==> src/rtl/alarm_trigger_module.sv <==
// ============================================================================
//  Module   : alarm_trigger_module
//  Purpose  : Compares the alarm word for the current weekday against the
//             running time of day. On a fresh match it rings the buzzer and
//             runs a ring / snooze / stop state machine.
//  Ports    :
//    Clk            in   system clock, rising edge
//    Clr            in   asynchronous active-low reset
//    Q_r0..Q_r6     in   13-bit alarm words, Sunday..Saturday
//                        [12:8] hour, [7:2] minute, [1] reserved, [0] enable
//    day            in   weekday 0..6, 7 = invalid (never matches)
//    hour, minute   in   current time of day
//    sec_tick       in   one-cycle pulse per second
//    snooze, stop   in   one-cycle user requests
//    buzzer         out  buzzer drive, toggles per second while ringing
//    ringing        out  high while ringing
//    snoozing       out  high while snoozing
//    snooze_cnt     out  snoozes used in the current alarm event
//  Revision : 1.0  initial release
// ============================================================================
`default_nettype none

module alarm_trigger_module #(
  parameter int RING_SECONDS   = 60,
  parameter int SNOOZE_MINUTES = 5,
  parameter int MAX_SNOOZE     = 3
) (
  input  logic        Clk,
  input  logic        Clr,
  input  logic [12:0] Q_r0,
  input  logic [12:0] Q_r1,
  input  logic [12:0] Q_r2,
  input  logic [12:0] Q_r3,
  input  logic [12:0] Q_r4,
  input  logic [12:0] Q_r5,
  input  logic [12:0] Q_r6,
  input  logic [2:0]  day,
  input  logic [4:0]  hour,
  input  logic [5:0]  minute,
  input  logic        sec_tick,
  input  logic        snooze,
  input  logic        stop,
  output logic        buzzer,
  output logic        ringing,
  output logic        snoozing,
  output logic [1:0]  snooze_cnt
);

  localparam logic [15:0] RING_TICKS   = 16'(RING_SECONDS);
  localparam logic [15:0] SNOOZE_TICKS = 16'(SNOOZE_MINUTES * 60);
  localparam logic [1:0]  MAX_SN       = 2'(MAX_SNOOZE);

  typedef enum logic [1:0] {
    IDLE    = 2'd0,
    RINGING = 2'd1,
    SNOOZE  = 2'd2
  } state_t;

  state_t      state_q, state_d;
  logic [15:0] timer_q, timer_d;
  logic [1:0]  cnt_q,   cnt_d;
  logic        buzzer_q, buzzer_d;
  logic        match_q;

  logic [12:0] word_sel;
  logic        day_valid;
  logic        match;
  logic        trig;

  // Weekday select; day 7 yields no valid word.
  always_comb begin
    word_sel  = 13'd0;
    day_valid = 1'b1;
    case (day)
      3'd0:    word_sel = Q_r0;
      3'd1:    word_sel = Q_r1;
      3'd2:    word_sel = Q_r2;
      3'd3:    word_sel = Q_r3;
      3'd4:    word_sel = Q_r4;
      3'd5:    word_sel = Q_r5;
      3'd6:    word_sel = Q_r6;
      default: day_valid = 1'b0;
    endcase
  end

  assign match = day_valid & word_sel[0] &
                 (word_sel[12:8] == hour) & (word_sel[7:2] == minute);

  // Rising edge only, so a matching minute fires once. match_q resets to 1
  // so a time already matching at reset release does not fire.
  assign trig = match & ~match_q;

  // The shared timer counts down remaining seconds: ring time in RINGING,
  // snooze time in SNOOZE. A tick seen with timer == 1 is the final second.
  always_comb begin
    state_d  = state_q;
    timer_d  = timer_q;
    cnt_d    = cnt_q;
    buzzer_d = buzzer_q;
    case (state_q)
      IDLE: begin
        timer_d  = 16'd0;
        cnt_d    = 2'd0;
        buzzer_d = 1'b0;
        if (trig) begin
          state_d  = RINGING;
          timer_d  = RING_TICKS;
          buzzer_d = 1'b1;
        end
      end
      RINGING: begin
        if (stop || (sec_tick && timer_q <= 16'd1)) begin
          state_d  = IDLE;
          timer_d  = 16'd0;
          cnt_d    = 2'd0;
          buzzer_d = 1'b0;
        end else if (snooze && (cnt_q < MAX_SN)) begin
          state_d  = SNOOZE;
          timer_d  = SNOOZE_TICKS;
          cnt_d    = cnt_q + 2'd1;
          buzzer_d = 1'b0;
        end else if (sec_tick) begin
          timer_d  = timer_q - 16'd1;
          buzzer_d = ~buzzer_q;
        end
      end
      SNOOZE: begin
        buzzer_d = 1'b0;
        if (stop) begin
          state_d = IDLE;
          timer_d = 16'd0;
          cnt_d   = 2'd0;
        end else if (sec_tick) begin
          if (timer_q <= 16'd1) begin
            state_d  = RINGING;
            timer_d  = RING_TICKS;
            buzzer_d = 1'b1;
          end else begin
            timer_d = timer_q - 16'd1;
          end
        end
      end
      default: begin
        state_d  = IDLE;
        timer_d  = 16'd0;
        cnt_d    = 2'd0;
        buzzer_d = 1'b0;
      end
    endcase
  end

  always_ff @(posedge Clk or negedge Clr) begin
    if (!Clr) begin
      state_q  <= IDLE;
      timer_q  <= 16'd0;
      cnt_q    <= 2'd0;
      buzzer_q <= 1'b0;
      match_q  <= 1'b1;
    end else begin
      state_q  <= state_d;
      timer_q  <= timer_d;
      cnt_q    <= cnt_d;
      buzzer_q <= buzzer_d;
      match_q  <= match;
    end
  end

  assign ringing    = (state_q == RINGING);
  assign snoozing   = (state_q == SNOOZE);
  assign buzzer     = buzzer_q & ringing;
  assign snooze_cnt = cnt_q;

endmodule

`default_nettype wire

==> config.mk <==
export PLATFORM = sky130hd
export DESIGN_NAME = alarm_trigger_module
export DESIGN_NICKNAME = d
export VERILOG_FILES = /design/src/rtl/alarm_trigger_module.sv
export SDC_FILE = /design/constraint.sdc
export NUM_CORES = 1
export LEC_CHECK = 0
export CAP_MARGIN = 5
export CORE_MARGIN = 4
export CORE_UTILIZATION = 35
export CTS_CLUSTER_DIAMETER = 120
export DETAILED_ROUTE_END_ITERATION = 10
export PLACE_DENSITY = 0.8
export SLEW_MARGIN = 10
export SYNTH_ARGS = -nofsm -noshare
export SYNTH_HDL_FRONTEND = slang
export SYNTH_SLANG_ARGS = --single-unit
==> constraint.sdc <==
create_clock -name Clk -period 2.21 [get_ports Clk]
set_clock_uncertainty 0.15 [all_clocks]
set_input_delay 0.3315 -clock Clk [delete_from_list [all_inputs] [get_ports Clk]]
set_output_delay 0.3315 -clock Clk [all_outputs]
set_load 0.02 [all_outputs]
# Word level (Yosys, flattened, before mapping)
# Cells that the tools add are included.
totals:
  ff_bits: 22
  out_inout_bits: 5
  elab_cells: 70
op_classes:
  n_eq_ne: 16
  n_lt_le_gt_ge: 2
  n_bitwise: 7
  muxes: 29
  n_reduce_logical: 9
  n_addsub: 2
op_table:
  columns: ["cell", "count"]
  rows:
  - ["16-bit 2-to-1 mux", 6]
  - ["13-bit one-hot mux with 7 select lines", 1]
  - ["16-bit one-hot mux with 3 select lines", 1]
  - ["2-bit 2-to-1 mux", 9]
  - ["16-bit by 1-bit less-or-equal comparator with 1-bit output, second input constant", 1]
  - ["16-bit by 1-bit subtractor with 16-bit output, second input constant", 1]
  - ["3-bit equality test, second input constant", 3]
  - ["1-bit 2-to-1 mux", 8]
  - ["7-bit OR reduction", 1]
  - ["3-bit by 2-bit equality test with 1-bit output, second input constant", 2]
  - ["6-bit equality test", 1]
  - ["6-bit 2-to-1 mux", 1]
  - ["2-bit one-hot mux with 3 select lines", 1]
  - ["1-bit bitwise AND", 5]
  - ["5-bit equality test", 1]
  - ["2-bit != test, second input constant", 2]
  - ["4-bit by 2-bit != test with 1-bit output, second input constant", 1]
  - ["2-bit one-hot mux with 2 select lines", 1]
  - ["2-bit AND reduction", 2]
  - ["4-bit AND reduction", 1]
  - ["3-bit by 1-bit equality test with 1-bit output, second input constant", 1]
  - ["3-bit zero test", 1]
  - ["3-bit by 1-bit != test with 1-bit output, second input constant", 1]
  - ["3-bit by 2-bit != test with 1-bit output, second input constant", 1]
  - ["other kinds (10)", 12]

# Longest topological paths before layout
depth:
  ltp_word: 9
  mapped_depth: 10

# Worst setup path after synthesis
# OpenSTA, ideal clock, no wires.
synth_path:
  kind: "reg-to-reg"
  start: "register timer_q[0]"
  end: "register timer_q[13]"
  stages_incl_launch_ff: 8
  period_less_slack_ns: 2.341
  path_slack_ns: -0.131
  setup_time_ns: 0.118
  required_ns: 1.942
  arrival_time_ns: 2.072
  cell_sequence: "dfrtp_1 or4_4 or3_4 or2_4 nor3_2 nor3b_2 o21ai_1 a21o_1"
synth_between:
  elab_chain_len: 5
  elab_cells_between_ends: 13
synth_rtl:
  columns: ["element", "line_no", "rtl"]
  rows:
  - ["start: declaration", "60", "logic [15:0] timer_q, timer_d;"]
  - ["start signal: assignment", "161", "timer_q <= timer_d;"]
  - ["16-bit by 1-bit subtractor with 16-bit output or 16-bit by 1-bit less-or-equal comparator with 1-bit output (tied branches)", null, null]
  - ["16-bit 2-to-1 mux (tied with other cells)", "134", "if (timer_q <= 16'd1) begin"]
  - ["16-bit 2-to-1 mux (tied with other cells)", "133", "end else if (sec_tick) begin"]
  - ["16-bit 2-to-1 mux (tied with other cells)", "129", "if (stop) begin"]
  - ["16-bit one-hot mux with 3 select lines or 2-bit AND reduction (tied branches)", null, null]
# Parallel ways exist; a longest one is shown, timed or not. The select of a mux whose other input is x is not followed.
# A chain may end at the register's enable or synchronous reset.

# Worst setup path after layout
layout_path:
  start: "register timer_q[3]"
  end: "register timer_q[13]"
# Same word-level chain as after synthesis.

==> summary.txt <==
Outcome = finished with violations
Failing checks = negative setup slack
CTS tree = built
Inserted Diodes = 0
Synth Area in Compound Gates = 0.268
Share of cells above drive strength 1 = 0.321
Die footprint = 0.00816 mm^2
Tot GR Track Use = 0.205
Pin count of the biggest net entering global routing = 20
Min Clock Period, post-route = 2.34 ns
Actual slew at the worst max-slew pin = 0.515 ns
CTS H-Tree Depth = 1
Part of the power in registers = 0.326
DR pass1 iterations = 4
Gr ovfl total = 0
XOR/XNOR Fraction of Synth Area = 0.0369
Core footprint = 0.00646 mm^2
Count of final setup violators = 8
Synth cell types = 71
Max transition margin = 0.655
Synth area leaders = dfrtp_1 22%, mux2_2 5.7%, mux2i_1 4.6%
Fmax = 427 MHz
Number of enable flip-flop cells after synthesis = 0
Synth Area per Inst = 8.38 um^2
Cell taking the most area after synthesis = dfrtp_1
Initial antenna violation count = 0
P_sw = 343 uW
CTS clk-pin slew, worst paths = 0.09 ns
Via density per instance = 5.78
Critical path fanouts, max = 2
Width of the die = 90.3 um
Crit share post-route = 1.06
Syn. warnings = 0
Die H = 90.3 um
Placed Area = 0.00391 mm^2
Maxcap violations = 0
DRC viols = 0
Hold Vio Cnt, Final = 0
Leak pwr = 1.99 nW
Most common cell after layout, fill and taps aside = clkdlybuf4s50_1
Mux share of post-synthesis cell area = 0.140
DR iter-0 viols = 189
Post-Synthesis Cells = 283
Global-route wire length before repair = 14000 um
Net Count, Synth = 396
Placer Congestion = 0.917
I/O pin count = 115
Max Slew Vio Count = 0
Sw frac = 0.274
Element type at the critical path end = register
CP Launch Type = register
PortBufs = 107
Post-CTS Hold Buffers = 0
Critical Path RT = 2.23 ns
Rows = 29
Synthesized area = 0.00237 mm^2
DRT Wirelength = 9640 um
Internal Power = 908 uW
Tot Pwr = 1.25 mW
Vias in the first global route = 3116
Worst skew pair latency = 0.27 ns
Simple-gate share of the synthesized area = 0.244
Post-route cell area = 0.00448 mm^2
Critical path type = reg2reg
Synth Area in Adders = 0.0158
# clock sinks = 22
Share of the synthesized area in the top cell type = 0.222
Peak VDD IR = 165 uV
Total number of vias = 3092
Critical path arrival = 2.36 ns
Hold Path Class = in2async
Nets = 572
Clock power share = 0.242
Root buf cell = clkbuf_8
Pwr per Cell Area = 279 mW/mm^2
Final setup margin = -0.132 ns
Post-synth top flop = dfrtp_1
Area grow syn2layout = 88.8%
Largest family of logic cells by synthesized area = compound AO/OA/AOI/OAI gates
DR WL/cell = 18.0 um
Initial core utilization = 0.367
Sequential area share after synthesis = 0.233
Synth Register Bits = 22
RSZ-0062 raised after global routing = true
Async SR Flop Fraction = 1.00
Hold Slack = 0.248 ns
Post-route ant nets = 0
CTS Buf Count = 3
CTS max path bufs = 2
Commonest cells after routing, fill and taps aside = 98 x clkdlybuf4s50_1, 62 x buf_4, 20 x nand2_1, 20 x dfrtp_1
Comb pwr share = 0.432
Setup Total Neg Slack = -0.363 ns
Post-detail-place hpwl = 6950 um
==> Yosys cell counts, types with 5 or more instances <==
library cell,instances
nand2_1,22
dfrtp_1,21
nor2_1,19
o21ai_0,19
a21oi_1,18
mux2_2,12
inv_1,11
mux2i_1,11
nor3_1,10
a31oi_1,9
xor2_1,7
nand2b_1,6
clkbuf_1,5
nor4_1,5
o31ai_1,5
==> registers in the layout, summed over array words and instances (netlist names) <==
signal and cells:
buzzer_q 1, match_q 1, snooze_cnt 2, state_q 2, timer_q 16
==> final timing paths <==
path	start	slack, ns	end	cells after the start
worst max register to register	timer_q[3]	-0.13	timer_q[13]	7
min in group Clk	snooze_cnt[1]	0.38	snooze_cnt[1]	1
worst min register to register	snooze_cnt[1]	0.38	snooze_cnt[1]	1
worst max-delay path	timer_q[3]	-0.13	timer_q[13]	7
max in group asynchronous	Clr	1.10	timer_q[1]	2
worst min-delay path	Clr	0.25	snooze_cnt[0]	1
==> kinds of logic after synthesis <==
logic type / Yosys count
flops: 22
xor+xnor: 10
compound gates: 94
fa+ha+maj: 3
simple gates: 100
mux: 27
buf+inv: 27
==> worst max-delay path: stages (launching register included) <==
cell,delay (ns)
dfrtp_1,0.38
or4_4,0.54
or3_4,0.35
or2_4,0.26
nor3_2,0.12
nor3b_2,0.18
o21ai_1,0.08
a21o_1,0.18
==> power by group through the flow <==
stage / Clock (mW) / Sequential [mW] / Combinational, mW
floorplan: 0 / 0.415 / 0.190
global placement: 0 / 0.415 / 0.454
detailed placement: 0 / 0.415 / 0.462
CTS: 0.302 / 0.407 / 0.509
global route: 0.317 / 0.408 / 0.570
finish: 0.303 / 0.407 / 0.541
==> metrics by stage <==
stage,utilization,cells,setup WS (ns)
2_1_floorplan,-,283,-0.0795
3_3_place_gp,0.605,510,-0.578
3_5_place_dp,0.605,510,-0.610
4_1_cts,0.664,530,-0.120
5_1_grt,0.694,535,-0.194
6_report,0.694,535,-0.132
==> timing repair <==
item	4_1_cts	5_1_grt
cloned	3	0
endpoints found under the setup margin	20	20
pin swaps	20	15
gates resized for setup	49	37
setup buffers	13	5
==> cell type report <==
class | count | area, um^2
fill | 457 | 1980
inverter | 12 | 47.5
sequential | 22 | 553
timing repair buffer | 185 | 1800
clock buffer | 4 | 55.1
multi-input combinational | 235 | 1930
tap | 77 | 96.3
==> routing by layer <==
metal	wire, um	track usage
met1	3630	0.235
met2	5040	0.380
met3	770	0.0467
met4	202	0.0536
met5	0	0
Note: power is estimated with default switching activity, not from simulation.
